==> src/rtl/w_writeback_grf.sv <==
// W-stage writeback decode and 32x32 general register file with write-through
// read bypass, retired-instruction counter and last-writer PC tracking.
module w_writeback_grf #(
    parameter int unsigned RETIRE_W = 32
) (
    input  logic                clk,
    input  logic                reset,
    input  logic [31:0]         W_PC,
    input  logic [31:0]         W_Instr,
    input  logic [31:0]         W_DMRD,
    input  logic [31:0]         W_ALUAns,
    input  logic                W_b_jump,
    input  logic [31:0]         W_MDUAns,
    input  logic [31:0]         W_CP0Out,
    input  logic [4:0]          rs_addr,
    input  logic [4:0]          rt_addr,
    output logic [31:0]         rs_data,
    output logic [31:0]         rt_data,
    output logic                wb_en,
    output logic [4:0]          wb_addr,
    output logic [31:0]         wb_data,
    output logic [RETIRE_W-1:0] retire_cnt,
    output logic [31:0]         last_wb_pc
);

    typedef enum logic [2:0] {
        SRC_ALU,
        SRC_MDU,
        SRC_PC8,
        SRC_DMRD,
        SRC_CP0
    } wb_src_t;

    logic [5:0]  op;
    logic [5:0]  funct;
    logic [4:0]  rs;
    logic [4:0]  rt;
    logic [4:0]  rd;
    logic        wr;
    wb_src_t     src;
    logic [31:0] pc_plus8;
    logic [31:0] regs [32];
    logic        unused_shamt;

    assign op           = W_Instr[31:26];
    assign rs           = W_Instr[25:21];
    assign rt           = W_Instr[20:16];
    assign rd           = W_Instr[15:11];
    assign funct        = W_Instr[5:0];
    assign unused_shamt = ^W_Instr[10:6];
    assign pc_plus8     = W_PC + 32'd8;

    always_comb begin
        wr      = 1'b0;
        wb_addr = '0;
        src     = SRC_ALU;
        case (op)
            6'h00: begin
                case (funct)
                    6'h20, 6'h21, 6'h22, 6'h23, 6'h24, 6'h25, 6'h26, 6'h27,
                    6'h2a, 6'h2b, 6'h00, 6'h02, 6'h03, 6'h04, 6'h06, 6'h07: begin
                        wr = 1'b1; wb_addr = rd; src = SRC_ALU;
                    end
                    6'h10, 6'h12: begin
                        wr = 1'b1; wb_addr = rd; src = SRC_MDU;
                    end
                    6'h09: begin
                        wr = 1'b1; wb_addr = rd; src = SRC_PC8;
                    end
                    default: ;
                endcase
            end
            6'h08, 6'h09, 6'h0c, 6'h0d, 6'h0e, 6'h0f, 6'h0a, 6'h0b: begin
                wr = 1'b1; wb_addr = rt; src = SRC_ALU;
            end
            6'h20, 6'h21, 6'h23, 6'h24, 6'h25: begin
                wr = 1'b1; wb_addr = rt; src = SRC_DMRD;
            end
            6'h03: begin
                wr = 1'b1; wb_addr = 5'd31; src = SRC_PC8;
            end
            6'h10: begin
                if (rs == 5'h00) begin
                    wr = 1'b1; wb_addr = rt; src = SRC_CP0;
                end
            end
            6'h01: begin
                // bltzal/bgezal link only when the branch was actually taken
                if ((rt == 5'h11 || rt == 5'h10) && W_b_jump) begin
                    wr = 1'b1; wb_addr = 5'd31; src = SRC_PC8;
                end
            end
            default: ;
        endcase
        if (W_Instr == '0) begin
            wr      = 1'b0;
            wb_addr = '0;
        end
    end

    always_comb begin
        case (src)
            SRC_MDU:  wb_data = W_MDUAns;
            SRC_PC8:  wb_data = pc_plus8;
            SRC_DMRD: wb_data = W_DMRD;
            SRC_CP0:  wb_data = W_CP0Out;
            default:  wb_data = W_ALUAns;
        endcase
    end

    assign wb_en = wr && (wb_addr != 5'd0);

    always_comb begin
        if (rs_addr == 5'd0)
            rs_data = '0;
        else if (wb_en && rs_addr == wb_addr)
            rs_data = wb_data;
        else
            rs_data = regs[rs_addr];

        if (rt_addr == 5'd0)
            rt_data = '0;
        else if (wb_en && rt_addr == wb_addr)
            rt_data = wb_data;
        else
            rt_data = regs[rt_addr];
    end

    always_ff @(posedge clk) begin
        if (reset) begin
            for (int unsigned i = 0; i < 32; i++)
                regs[i[4:0]] <= '0;
            retire_cnt <= '0;
            last_wb_pc <= '0;
        end else begin
            if (wb_en) begin
                regs[wb_addr] <= wb_data;
                last_wb_pc    <= W_PC;
            end
            if (W_Instr != '0)
                retire_cnt <= retire_cnt + RETIRE_W'(1);
        end
    end

endmodule
==> config.mk <==
export PLATFORM = sky130hd
export DESIGN_NAME = w_writeback_grf
export DESIGN_NICKNAME = d
export VERILOG_FILES = /design/src/rtl/w_writeback_grf.sv
export SDC_FILE = /design/constraint.sdc
export NUM_CORES = 2
export LEC_CHECK = 0
export CAP_MARGIN = 20
export CORE_MARGIN = 2
export CORE_UTILIZATION = 55
export CTS_CLUSTER_DIAMETER = 100
export DETAILED_ROUTE_END_ITERATION = 7
export PLACE_DENSITY = 0.75
export RECOVER_POWER = 50
export SETUP_SLACK_MARGIN = 0.05
export SLEW_MARGIN = 20
export SYNTH_ARGS = -nofsm -noshare
export SYNTH_HDL_FRONTEND = slang
export SYNTH_SLANG_ARGS = --single-unit
==> constraint.sdc <==
create_clock -name clk -period 12.73 [get_ports clk]
set_input_delay 3.1825 -clock clk [delete_from_list [all_inputs] [get_ports clk]]
set_output_delay 3.1825 -clock clk [all_outputs]
set_load 0.005 [all_outputs]
# Yosys cells after proc, flatten, opt, wreduce, memory -nomap -nowiden
# Memories as Yosys holds them, arrays and structs flattened.
# Index checks and enable logic that the tools add are counted.
dict set report word_totals {
  register_bits 64
  ram_bits 1024
  in_bits 205
  mem_count 1
}
dict set report op_classes {
  addsub 2
  n_eq_ne 42
  mux 27
  n_reduce_logical 19
}
# memory depth word_bits rd rd_ports_with_merged_regs write_ports line_no
set memory_table {}
lappend memory_table {regs 32 32 2 0 32 42} ;# logic [31:0] regs [32];
# op n
set op_table {}
lappend op_table {{32-bit 2-to-1 mux} 5}
lappend op_table {{32-bit case mux with 4 select lines} 1}
lappend op_table {{6-bit == test, second input constant} 15}
lappend op_table {{6-bit by 4-bit == test with 1-bit output, second input constant} 9}
lappend op_table {{32-bit by 1-bit adder with 32-bit output, second input constant} 1}
lappend op_table {{32-bit by 4-bit adder with 32-bit output, second input constant} 1}
lappend op_table {{32-bit logical NOT} 1}
lappend op_table {{32-bit nonzero test} 1}
lappend op_table {{32-bit OR reduction} 1}
lappend op_table {{5-bit 2-to-1 mux} 5}
lappend op_table {{5-bit case mux with 5 select lines} 1}
lappend op_table {{19-bit OR reduction} 1}
lappend op_table {{6-bit by 2-bit == test with 1-bit output, second input constant} 3}
lappend op_table {{6-bit by 3-bit == test with 1-bit output, second input constant} 3}
lappend op_table {{6-bit by 5-bit == test with 1-bit output, second input constant} 3}
lappend op_table {{5-bit logical NOT} 3}
lappend op_table {{3-bit case mux with 5 select lines} 1}
lappend op_table {{14-bit OR reduction} 1}
lappend op_table {{13-bit OR reduction} 1}
lappend op_table {{6-bit logical NOT} 2}
lappend op_table {{5-bit == test} 2}
lappend op_table {{5-bit == test, second input constant} 2}
lappend op_table {{1-bit 2-to-1 mux} 10}
lappend op_table {{3-bit by 2-bit == test with 1-bit output, second input constant} 2}
lappend op_table {{other kinds (12)} 15}

# Longest topological paths before layout
dict set report logic_depth {
  depth_word 13
  mapped_depth 14
}

# Worst setup path after synthesis
# OpenSTA, ideal clock, no wires.
dict set report synth_timing {
  path_kind {input to output}
  from {input port rs_addr[0]}
  to {output port rs_data[0]}
  arrival_time_ns 5.542
  required_ns 9.547
  path_slack_ns 4.005
  cell_stages 9
  cell_sequence {clkbuf_1 > buf_2 > buf_1 > mux4_2 > mux4_2 > nor2_1 > nor2_1 > a31oi_1 > a211oi_1}
}
dict set report synth_via {
  elab_chain_len 4
  elab_cells_between_ends 6
  classes_between {1 x eq/ne; 2 x mux; 2 x reduce/logical; 1 x memory}
}
# element line_no
set synth_lines {}
lappend synth_lines {{start, declared} 15} ;# input logic [4:0] rs_addr,
lappend synth_lines {{branches (longest 3 deep; another with memory read 32 x 32 bit)} -}
lappend synth_lines {{32-bit 2-to-1 mux *} 114} ;# if (rs_addr == 5'd0)
lappend synth_lines {{end, declared} 17} ;# output logic [31:0] rs_data,
# Every way passes the cells marked *.

# Worst setup path after layout
dict set report layout_timing {
  from {input port W_Instr[27]}
  to {output port rs_data[18]}
}
dict set report layout_via {
  elab_chain_len 9
  elab_cells_between_ends 37
  classes_between {21 x eq/ne; 8 x mux; 8 x reduce/logical}
}
# element line_no
set layout_lines {}
lappend layout_lines {{start, declared} 9} ;# input logic [31:0] W_Instr,
lappend layout_lines {{6-bit == test or 6-bit by 4-bit == test with 1-bit output (tied branches)} 57} ;# case (op)
lappend layout_lines {{13-bit OR reduction (no line)} -}
lappend layout_lines {{5-bit case mux with 5 select lines} 57}
lappend layout_lines {{5-bit 2-to-1 mux} 95} ;# if (W_Instr == '0) begin
lappend layout_lines {{5-bit nonzero test} 111} ;# assign wb_en = wr && (wb_addr != 5'd0);
lappend layout_lines {{1-bit logical AND} 111}
lappend layout_lines {{1-bit logical AND} 116} ;# else if (wb_en && rs_addr == wb_addr)
lappend layout_lines {{32-bit 2-to-1 mux *} 116}
lappend layout_lines {{32-bit 2-to-1 mux *} 114}
# Every way passes the cells marked *; elsewhere a longest branch is shown, timed or not.

==> metrics.cfg <==
[place]
port_buffers=370
finalWeightedCongestion=0.956
dp_hpwl_mm=132
dp_cells=5637
pre_cts_slack_ns=1.47
dpl_cell_area_mm2=0.0632

[clock_tree]
cts_sinks=1088
root_buffer=clkbuf_16
path_clk_slew_ns=0.06
worstSkewPairLatency_ns=0.69
cts_resized=0
cts_tree=built
postCtsSetupBuffers=0
cts_buffers=110
holdBufCountCts=0
htreeDepth=3
clockBufferDepth=3

[timing]
clock_skew_ns=0.00714
slew_viol_final=942
timing.setup.tns_ns=0
finalHoldViolCount=0
rsz0062_at_grt=no
max_freq_mhz=84.3
setup_viol=0
hold_ws_ns=0.447
worstMarginPinSlew_ns=4.05
finalCriticalPeriod_ns=11.86
finalCritPeriodShare_pct=93.2
slew_headroom_pct=-170
fin_ws_ns=0.866

[synth]
syn-instance-count=4145
synth_edf_count=1024
ys.flop_type=edfxtp_1
synth-xor-area-share_pct=0.758
synth_seq_cells=1088
avgSynthCellArea_um2=13.9
synthAdderAreaFrac_pct=0.0433
synth_top_family_by_area=multiplexers
syn-cell-area_mm2=0.0578
yosysSeqAreaShare_pct=55.4
synth-simple-area-share_pct=11.1
synth_compound_area_share_pct=4.28
synth.distinct_cells=73
synthArstFlopShare_pct=0
ys_warn_count=0
muxShareOfSynthArea_pct=25.0

[routing]
vias_per_cell=7.32
drc=0
routed_wl_mm=219
dr_total_vias=42818
firstDrtPassIters=8
wl_per_cell_um=37.4
drt_iter0_drc=8698
ant_nets=0

[grt]
grt_max_degree=104
grt_pass1_wl_mm=305
grt_pass1_vias=41568
grt_overflow=0
antenna_found_initial=8
grt_usage_pct=40.6

[die]
die_w_um=328
die-area_mm2=0.108
initial_core_util_pct=55.6
core_mm2=0.104
die_h_um=328
rows=118
pin_count=371

[min_path]
min_path_type=reg -> reg

[pwr]
total_power_mw=8.92
comb_power_share_pct=15.8
p_clk_share_pct=37.0
internal-power_mw=6.60
powerDensity_mw_per_mm2=134
p_sw_mw=2.33
vdd_drop_max_uv=113
sw_frac_of_total_pct=26.1
seq_power_share_pct=47.2
leakage_nw=22.7

[final_layout]
design_area_mm2=0.0666
syn_to_final_growth_pct=15.1
post-route-util_pct=64.0
nNetsFinal=4577
fillers=7461
stdcell_count=5848
drive_above_1_share_pct=22.6

[setup_path]
criticalPathCategory=in -> out
arrival_ns=8.68
slowest_delay_ns=1.07
required_ns=9.55
slowest_stage=clkbuf_1
cp-start-kind=input port
cp_top_family=buffers and inverters
critical_path.cell_chain=dlygate4sd3_1 > nor3b_1 > nand4b_1 > clkbuf_1 > a21boi_0 > nor4_1 > nor4_4 > and3_2 > a211oi_1 > clkdlybuf4s50_1
crit_path_end_kind=primary output
crit_path_max_fanout=32
path_buf_inv=3

[run_status]
failed_checks=capacitance limit, slew limit
status=finished, violations left

[job]
drv_cap=29

## tightest hold or removal path: stages (launching register included)
cell	delay, ns
dfxtp_1	0.30
nand2_1	0.05
a21oi_1	0.05
## sequential cells by signal (all words and copies together) (netlist names)
name	cells
regs	1024
last_wb_pc	32
retire_cnt	32
## logic make-up (layout without fill, tap and decap cells)
family,count (synthesis),count (layout)
and+or+nand+nor,1567,1567
DFF,1088,1088
muxes,641,641
buffers and inverters,484,769
AOI/OAI and AO/OA,312,312
xor gates and xnor gates,50,50
adders and majority gates,2,2
other,1,39
## cell usage in the layout, fill, tap and decap left out, types with 10 or more instances in the layout
| master | synthesis | layout |
|---|---|---|
| nor2_1 | 1259 | 1256 |
| edfxtp_1 | 1024 | 1024 |
| mux4_2 | 640 | 640 |
| clkdlybuf4s50_1 | 0 | 295 |
| clkbuf_16 | 0 | 113 |
| buf_4 | 11 | 109 |
| nand2_1 | 116 | 103 |
| a31oi_1 | 71 | 71 |
| a211oi_1 | 69 | 69 |
| dlygate4sd3_1 | 0 | 66 |
| dfxtp_1 | 64 | 64 |
| clkbuf_1 | 246 | 61 |
| a21oi_1 | 51 | 50 |
| nor3_1 | 40 | 40 |
| inv_1 | 41 | 40 |
| conb_1 | 1 | 32 |
| xnor2_1 | 29 | 29 |
| nand3_1 | 26 | 27 |
| clkinv_1 | 2 | 26 |
| a22o_1 | 24 | 24 |
| xor2_1 | 21 | 21 |
| o21ai_0 | 20 | 21 |
| nand4_1 | 19 | 19 |
| o32ai_4 | 12 | 15 |
| nor4_1 | 13 | 14 |
| nand2b_1 | 32 | 13 |
| nand2_2 | 0 | 13 |
| nand2b_2 | 0 | 13 |
| and3_1 | 14 | 12 |
| bufinv_16 | 0 | 12 |
| o211ai_1 | 10 | 10 |
| or3_1 | 10 | 10 |
| clkinv_2 | 0 | 10 |
## metal layers
layer | vias up | GRT usage [%] | part of all wire (%)
li1 | 16287 | - | -
met2 | 4500 | 59.6 | 44
met5 | - | 0 | 0.021
met4 | 8 | 23.6 | 7.3
met3 | 977 | 15.5 | 17
met1 | 21046 | 51.9 | 32
## synthesized netlist by cell type (all sizes together) (2+ instances only)
cell type | instances | area (um2)
a21boi | 4 | 30.0
nor3 | 41 | 216
dfxtp | 64 | 1280
a22o | 24 | 210
o21ai | 31 | 193
o22ai | 4 | 50.1
nor3b | 4 | 40.0
or4 | 2 | 18.8
a211oi | 70 | 531
inv | 50 | 188
nor4 | 17 | 140
nand2b | 32 | 200
ha | 2 | 25.0
nand4 | 19 | 119
nor2 | 1259 | 4730
nand3 | 27 | 140
a21oi | 51 | 255
and4 | 6 | 52.6
edfxtp | 1024 | 30700
or3 | 10 | 62.6
clkinv | 2 | 7.51
mux4 | 640 | 14400
xnor2 | 29 | 254
and4b | 2 | 20.0
o21a | 3 | 22.5
o32ai | 16 | 395
o31ai | 3 | 22.5
o211a | 5 | 50.1
and3 | 14 | 87.6
o211ai | 11 | 87.6
or2 | 3 | 18.8
nand4b | 2 | 17.5
nand2 | 116 | 435
clkbuf | 246 | 923
a31oi | 71 | 444
buf | 186 | 903
and2 | 7 | 43.8
o221ai | 3 | 45.0
a22oi | 10 | 75.1
xor2 | 21 | 184
## power by group through the flow
stage               combinational, mW  clock (mW)  sequential (mW)
finish                           1.41        3.30             4.21
global route                     1.44        3.42             4.22
CTS                              1.37        3.28             4.20
detailed placement               1.36           0             4.27
global placement                 1.35           0             4.25
floorplan                       0.782           0             4.24
## layout make-up
| type | instances | area (um2) | share of cell area, % |
|---|---|---|---|
| Clock inverter | 57 | 611 | 0.917 |
| Antenna cell | 7 | 17.5 | 0.0263 |
| Sequential cell | 1088 | 32000 | 48.1 |
| Inverter | 52 | 205 | 0.308 |
| Clock buffer | 146 | 2960 | 4.45 |
| Multi-Input combinational cell | 2604 | 24200 | 36.4 |
| Tap cell | 1380 | 1730 | 2.59 |
| Timing Repair Buffer | 514 | 4800 | 7.21 |
## final timing paths
kind,to,from,slack [ns],cells after the start
worst max-delay path,rs_data[18],W_Instr[27],0.87,10
worst min-delay path,last_wb_pc[13],last_wb_pc[13],0.45,2
worst max register to register,retire_cnt[27],retire_cnt[6],10.11,7
worst min register to register,last_wb_pc[13],last_wb_pc[13],0.45,2
Power figures use the tool's default switching activity.
